[config.mk]
export PLATFORM = sky130hd
export DESIGN_NAME = gecko_decrypt
export DESIGN_NICKNAME = d
export VERILOG_FILES = /design/src/rtl/gecko_decrypt.sv
export SDC_FILE = /design/constraint.sdc
export NUM_CORES = 1
export LEC_CHECK = 0
export ABC_AREA = 1
export BUFFER_PORTS_ARGS = -buffer_cell sky130_fd_sc_hd__buf_2
export CAP_MARGIN = 25
export CORE_MARGIN = 5
export CORE_UTILIZATION = 49
export CTS_CLUSTER_SIZE = 14
export DETAILED_ROUTE_END_ITERATION = 12
export GPL_ROUTABILITY_DRIVEN = 0
export GPL_TIMING_DRIVEN = 0
export MAX_ROUTING_LAYER = met4
export PLACE_DENSITY = 0.9
export SLEW_MARGIN = 20
export SYNTH_ARGS = -nofsm -noshare
export SYNTH_HDL_FRONTEND = slang
export SYNTH_SLANG_ARGS = --single-unit
[constraint.sdc]
create_clock -name clk -period 2.9 [get_ports clk]
set_input_delay 0.145 -clock clk [delete_from_list [all_inputs] [get_ports clk]]
set_output_delay 0.145 -clock clk [all_outputs]
set_load 0.01 [all_outputs]
[src/rtl/gecko_decrypt.sv]
// Byte-stream decryptor: loads the gecko key, then XORs each ciphertext byte with one keystream byte.
// Optional one-byte keystream prefetch buffer is enabled by defining GECKO_DECRYPT_PREFETCH_EN.
module gecko_decrypt #(
  parameter int KEY_LENGTH = 7
) (
  input  logic       clk,
  input  logic       rst_n,
  output logic [2:0] key_sel,
  output logic       ks_clken,
  input  logic       ks_ready,
  input  logic [7:0] ks_byte,
  output logic       ks_next,
  input  logic       in_valid,
  output logic       in_ready,
  input  logic [7:0] in_data,
  output logic       out_valid,
  input  logic       out_ready,
  output logic [7:0] out_data,
  output logic       busy
);

  typedef enum logic [0:0] {
    KEYLOAD = 1'b0,
    RUN     = 1'b1
  } state_t;

  state_t     state_r, state_s;
  logic [3:0] lc_r, lc_s;
  logic [2:0] key_sel_r, key_sel_s;
  logic       out_valid_r, out_valid_s;
  logic [7:0] out_data_r, out_data_s;
  logic       run_s;
  logic       ks_avail_s;
  logic [7:0] kbyte_s;
  logic       xfer_s;

  assign run_s    = (state_r == RUN);
  assign in_ready = run_s & ks_avail_s & (~out_valid_r | out_ready);
  assign xfer_s   = in_valid & in_ready;
  assign ks_clken = 1'b1;
  assign key_sel  = key_sel_r;
  assign out_valid = out_valid_r;
  assign out_data  = out_data_r;
  assign busy      = ~run_s | out_valid_r;

`ifdef GECKO_DECRYPT_PREFETCH_EN
  logic       kv_r;
  logic [7:0] kbuf_r;
  logic       refill_s;

  // Refill may coincide with a consume, keeping the buffer full while the generator keeps up.
  assign refill_s   = run_s & ks_ready & (~kv_r | xfer_s);
  assign ks_avail_s = kv_r;
  assign kbyte_s    = kbuf_r;
  assign ks_next    = refill_s;

  // Keystream buffer: capture on refill, release on consume.
  always_ff @(posedge clk or negedge rst_n) begin
    if (!rst_n) begin
      kv_r   <= 1'b0;
      kbuf_r <= 8'h00;
    end else if (refill_s) begin
      kv_r   <= 1'b1;
      kbuf_r <= ks_byte;
    end else if (xfer_s) begin
      kv_r   <= 1'b0;
    end else begin
      kv_r   <= kv_r;
    end
  end
`else
  assign ks_avail_s = ks_ready;
  assign kbyte_s    = ks_byte;
  assign ks_next    = xfer_s;
`endif

  // Next state and load counter; lc holds at 15 once RUN is reached.
  always_comb begin
    state_s = state_r;
    lc_s    = lc_r;
    case (state_r)
      KEYLOAD: begin
        if (lc_r == 4'd15) begin
          state_s = RUN;
          lc_s    = lc_r;
        end else begin
          state_s = KEYLOAD;
          lc_s    = lc_r + 4'd1;
        end
      end
      RUN: begin
        state_s = RUN;
        lc_s    = lc_r;
      end
      default: begin
        state_s = KEYLOAD;
        lc_s    = 4'd0;
      end
    endcase
  end

  // key_sel is computed from the next count so the register lines up with gecko's sampling edge.
  always_comb begin
    key_sel_s = 3'd0;
    if ((state_s == KEYLOAD) && (lc_s < 4'(KEY_LENGTH))) begin
      key_sel_s = lc_s[2:0];
    end else begin
      key_sel_s = 3'd0;
    end
  end

  // Output register: load on transfer, otherwise drain on downstream accept.
  always_comb begin
    out_valid_s = out_valid_r;
    out_data_s  = out_data_r;
    if (xfer_s) begin
      out_valid_s = 1'b1;
      out_data_s  = in_data ^ kbyte_s;
    end else if (out_ready) begin
      out_valid_s = 1'b0;
    end else begin
      out_valid_s = out_valid_r;
    end
  end

  // State and output registers.
  always_ff @(posedge clk or negedge rst_n) begin
    if (!rst_n) begin
      state_r     <= KEYLOAD;
      lc_r        <= 4'd0;
      key_sel_r   <= 3'd0;
      out_valid_r <= 1'b0;
      out_data_r  <= 8'h00;
    end else begin
      state_r     <= state_s;
      lc_r        <= lc_s;
      key_sel_r   <= key_sel_s;
      out_valid_r <= out_valid_s;
      out_data_r  <= out_data_s;
    end
  end

endmodule

==> results.cfg, run 1 <==
[run_status]
status = completed

[global_route]
grt_usage_pct = 14.91
grt_pass1_wl_mm = 2.863
overflow = 0
grt_max_degree = 18
grt_pass1_vias = 714
antenna_found_initial = 0

[clock_tree]
cts_buffer_depth = 2
cts.sinks = 17
root_buffer = clkbuf_4
cts_buffers = 3
cts_tree = built
path_clk_slew_ps = 90
cts_resized = 0
h-tree-depth = 1
clock_latency_ps = 290

[timing]
setup-tns-final_ps = 0
finalHoldViolations = 0
fin_worst_skew_ps = 0.4327
finalCriticalPeriod_ps = 1566
fmax_ghz = 0.6385
rsz0062_at_grt = false
setup_viol = 0
drv_slew = 0
fin_crit_sh_pct = 54.00

[logic_synthesis]
synth.distinct_cells = 21
ys_ff_latch = 17
syn_inst = 89
synth_area_sq_um = 863.3
ys_top_cells_by_area = dfrtp_1 49%, nand2_1 8.3%, o21ai_2 8.1%
yosysWarnings = 0
syn_nets = 111
synth.largest_area_cell = dfrtp_1
avgSynthCellArea_sq_um = 9.700
synth.top_cell.area_share_pct = 49.28
synth-seq-area-share_pct = 49.28

[floorplanning]
start_util_pct = 50.55
die_x_microns = 51.98
dieArea_sq_um = 2701
rows = 15
coreArea_sq_um = 1708
ioPinCount = 37
die_height_microns = 51.98

[critical_path]
cp_top_family = flip-flops
worstPathArrival_ps = 1420
cp-start-kind = flop
path_buf_inv = 3
criticalPathCategory = reg -> out
cp_slowest_cell = dfrtp_1
crit_path_end_kind = primary output
path_max_fanout = 10
crit_chain = o211a_4, nand2_4, buf_6, inv_1, buf_2
max_stage_delay_ps = 500
required_ps = 2760

[detailed_routing]
drc_errors = 0
drtIter0Drc = 10
routed_wl_mm = 1.691
wire_per_inst_microns = 10.98
drtAntennaViolNets = 0
via_count = 716
routed_via_density = 4.649
dr.pass1.iters = 3

[power]
leakage_nw = 0.6430
power_density_nw_per_um2 = 462.1
ir_drop_uv = 358.6

[hold_path]
hold_class = in -> reg

[final_layout]
antenna-diode-count = 0
fin_util_pct = 64.76
area_growth_pct = 28.12
drive_gt1_share_pct = 47.29
n_fill_cell = 119
fin_nets = 152

[placed_design]
dpl.hpwl_mm = 1.377
port_buffers = 35

[job]
cap_violations = 0
==> registers in the layout, indices dropped and copies added (netlist names) <==
signal,count
run_s,1
out_valid,1
key_sel,3
lc_r,4
out_data,8
==> cells by family after synthesis <==
logic type / count (synthesis) / synth area share [%]
buffers and inverters: 11 / 6.087
flip-flops: 17 / 49.28
AND/OR/NAND/NOR: 40 / 22.90
adder cells (fa/ha/maj): 1 / 1.449
other: 1 / 0.4344
XOR/XNOR: 8 / 8.116
AO/OA/AOI/OAI: 11 / 11.74
==> layer usage <==
layer | global-route usage [%] | wire length (microns)
met4 | 7.860 | 35
met5 | - | 0
met2 | 26.78 | 849
met1 | 15.54 | 681
met3 | 2.292 | 125
==> cells in the mapped netlist, drive strengths merged <==
cell	count
conb	1
o211a	1
nand3	7
buf	2
o21ai	9
ha	1
xnor2	8
nand2	26
dfrtp	17
a21oi	1
nor2	5
inv	9
nand4	1
nor3	1
==> per-stage QoR <==
step           cell area, sq um  worst slack, ps  hold slack, ps  power (mW)  instances
3_3_place_gp               1070             1650           77.38      0.3848        149
2_1_floorplan             863.3             1728          -150.6      0.3366         89
4_1_cts                    1106             1345           60.48      0.5136        154
3_5_place_dp               1070             1626           80.80      0.3906        149
5_1_grt                    1106             1251           67.85      0.5374        154
6_report                   1106             1334           60.23      0.5111        154
==> final cells by class <==
cell class                      count  area, sq um  share of cell area [%]
Buffer                              2        18.77                   1.697
Clock buffer                        4        26.28                   2.376
Inverter                            9        33.78                   3.054
Multi-Input combinational cell     61        385.4                   34.84
Sequential cell                    17        425.4                   38.46
Tap cell                           25        31.28                   2.828
Timing Repair Buffer               36        185.2                   16.74
==> repair_timing <==
| item | CTS | global route |
|---|---|---|
| hold buffers | 1 | 0 |
| setup buffers | 0 | 0 |
| endpoints found under the hold margin | 17 | 0 |
| setup endpoints to repair | 0 | 0 |
==> worst reg2reg max path: stages, from the launching register on <==
cell	delay, ps
dfrtp_1	390
ha_1	220
nand3_1	150
nand2_2	120
nand2_1	60
nand2_2	90
nand2_1	60
nand3_1	80
inv_1	40
==> where the power goes <==
part / switching, mW / total (mW) / internal [mW]
registers: 0.0116 / 0.270 / 0.259
logic: 0.0614 / 0.116 / 0.0542
clock network: 0.0716 / 0.125 / 0.0535
total: 0.145 / 0.511 / 0.367
==> layout by cell type (no fill, tap or decap) <==
cell type	synthesis	final
a21oi_2	1	1
buf_2	0	35
buf_4	1	1
buf_6	1	1
clkbuf_1	0	1
clkbuf_4	0	3
conb_1	1	1
dfrtp_1	17	17
dlygate4sd3_1	0	1
ha_1	1	1
inv_1	8	8
inv_2	1	1
nand2_1	19	19
nand2_2	6	6
nand2_4	1	1
nand3_1	7	7
nand4_1	1	1
nor2_1	2	2
nor2_2	2	2
nor2_4	1	1
nor3_1	1	1
o211a_4	1	1
o21ai_0	1	1
o21ai_2	8	8
xnor2_1	8	8
==> path summary, 6_finish.rpt <==
check	depth (start not counted)	endpoint	start	slack (ps)
worst min-delay path	2	out_valid	out_ready	60
worst max-delay path	5	ks_next	run_s	1330
worst min register to register	2	out_data[1]	out_data[1]	490
max in group asynchronous	2	out_valid	rst_n	2360
worst max register to register	8	key_sel[0]	lc_r[1]	1600
min in group asynchronous	2	out_data[1]	rst_n	280
(Power assumes the default switching activity.)
==> inputs of run 2 (changes only) <==
- ABC_AREA: 1 -> 0
- CORE_UTILIZATION: 49 -> 40
- PLACE_DENSITY: 0.9 -> 0.8
- clock period: 2.9 -> 1.36 ns (I/O delays scaled with it)
==> results.cfg, run 2 <==
[run_status]
status = complete, but fails checks
violations = setup timing

[critical_path]
regToRegSetupSlack_ps = -70
cp_slowest_cell = dfrtp_2
path_max_fanout = 6
cp-start-kind = flop
max_stage_delay_ps = 460
criticalPathCategory = reg -> reg
ff2ff_path_depth = 4
r2r-end = lc_r[1]
timing.rr.start = lc_r[0]
crit_path_end_kind = flop
crit_chain = ha_4, buf_4, a31oi_4, mux2_4
required_ps = 1540
worstPathArrival_ps = 1610

[logic_synthesis]
ys_ff_latch = 17
ys_top_cells_by_area = dfrtp_1 52%, mux2_2 12%, xor2_1 9.5%
synth_edf_count = 0
synth.largest_area_cell = dfrtp_1
syn_inst = 71
avgSynthCellArea_sq_um = 11.63
synth-seq-area-share_pct = 51.52
yosysWarnings = 0
ys_async_sr_fraction_pct = 100.0
synth_area_sq_um = 825.8
synth.top_cell.area_share_pct = 51.52
ys.flop_type = dfrtp_1
synth.distinct_cells = 27
syn_nets = 93
synth_commonest_cells = 17 x dfrtp_1, 9 x mux2_2, 9 x xor2_1
yosysMostFrequentCell = dfrtp_1

[final_layout]
fin_nets = 148
drive_gt1_share_pct = 66.40
fin_util_pct = 64.48
final_common_cell = buf_2
final_cell_mix = 35 x buf_2, 15 x buf_4, 13 x dfrtp_1
area_growth_pct = 53.18
largest_reg_flops = 8
stdcell_area_sq_um = 1265
antenna-diode-count = 0

[placed_design]
postPlaceCellArea_sq_um = 1044
dp_slack_ps = -168.4
dpl.hpwl_mm = 1.322
port_buffers = 35

[global_route]
overflow = 0
grt_pass1_vias = 685
grt_usage_pct = 13.31
grt_max_degree = 18
grt_pass1_wl_mm = 3.222
antenna_found_initial = 0

[hold_path]
min_from = out_ready
hold_end = out_valid
hold_class = in -> reg
min_delay_path_depth = 3

[clock_tree]
cts_tree = built
path_clk_slew_ps = 90
cts_buffer_depth = 2
root_buffer = clkbuf_4
h-tree-depth = 1
cts.sinks = 17
clock_latency_ps = 290
cts_buffers = 3

[floorplanning]
die_height_microns = 55.44
ioPinCount = 37
coreArea_sq_um = 1962
start_util_pct = 42.09
rows = 16
dieArea_sq_um = 3073
die_x_microns = 55.44

[timing]
fin_crit_sh_pct = 104.8
drv_slew = 0
finalHoldViolations = 0
setup_ws_ps = -65.20
fin_worst_skew_ps = 2.300
fmax_ghz = 0.7017
finalCriticalPeriod_ps = 1425
setup_viol = 4
rsz0062_at_grt = true

[power]
switching_share_pct = 26.96
ir_drop_uv = 445.0
clockPowerShare_pct = 23.4
leakage_nw = 0.6205
p_seq_share_pct = 52.7
power_frac_comb_pct = 23.9
power.internal_mw = 0.8202
power_density_nw_per_um2 = 887.8
switchingPower_mw = 0.3028

[detailed_routing]
via_count = 734
routed_via_density = 4.829
wire_per_inst_microns = 13.97
drc_errors = 0
routed_wl_mm = 2.123
drtIter0Drc = 19
drtAntennaViolNets = 0
dr.pass1.iters = 4

[job]
cap_violations = 0
==> run 2: layer usage <==
metal	GRT usage, %	up-vias	wire length, microns
met5	-	-	0
met4	4.167	0	17
met3	6.760	3	179
met2	20.44	33	1064
met1	15.07	351	861
li1	-	347	-
==> run 2: repair_timing <==
| action | in CTS | in global routing |
|---|---|---|
| hold buffers | 1 | 0 |
| pin swaps | 0 | 6 |
| gates resized for setup | 6 | 13 |
| setup buffers | 4 | 11 |
| endpoints found under the setup margin | 5 | 5 |
| endpoints found under the hold margin | 17 | 0 |
==> run 2: area by class of cell <==
cell class,instances,area (sq um)
fillers,148,696.9
well taps,27,33.78
inverters,3,11.26
multi-input cells,49,454.2
clock buffers,4,26.28
flip-flops and latches,17,430.4
plain buffers,2,12.51
repair buffers,50,296.5
==> run 2: through the flow <==
| step | power (mW) | TNS (ps) | std cells | hold slack [ps] |
|---|---|---|---|---|
| finish | 1.123 | -180.6 | 152 | 55.04 |
| global route | 1.190 | -506.8 | 152 | 70.09 |
| CTS | 1.104 | -6.923 | 142 | 57.63 |
| detailed placement | 0.8393 | -494.5 | 133 | 2.221 |
| global placement | 0.8266 | -300.2 | 133 | 1.843 |
| floorplan | 0.7158 | 0 | 71 | -227.6 |
==> run 2: cell families after synthesis <==
logic type | after synthesis | share of synthesized area [%]
muxes | 10 | 13.49
other | 1 | 0.4541
adders and majority gates | 1 | 1.515
DFF | 17 | 51.52
AOI/OAI and AO/OA | 7 | 4.544
and+or+nand+nor | 21 | 16.06
xor gates and xnor gates | 9 | 9.546
buffers and inverters | 5 | 2.878
==> run 2: power groups by stage <==
stage                     combinational [mW]  sequential (mW)  clock, mW
final                                  0.268            0.592      0.263
after global routing                   0.293            0.597      0.300
after CTS                              0.247            0.590      0.267
after detailed placement               0.239            0.600          0
after global placement                 0.233            0.594          0
after floorplan                       0.0859            0.630          0
==> run 2: how the worst max path moves through the flow <==
stage	end	slack, ps	start	cells after the start
finish	lc_r[1]	-70	lc_r[0]	4
CTS	key_sel[0]	-7	lc_r[1]	5
global route	key_sel[0]	-160	lc_r[0]	5
floorplan	key_sel[2]	20	lc_r[0]	5
detailed placement	key_sel[0]	-170	lc_r[0]	5
global placement	key_sel[0]	-110	lc_r[0]	5
==> run 2: critical path: cells and delay by family (launching register included) <==
family                     cells  cell delay (ps)
DFF                            1              460
muxes                          1              310
adders and majority gates      1              200
AOI/OAI and AO/OA              1              200
buffers and inverters          1              140
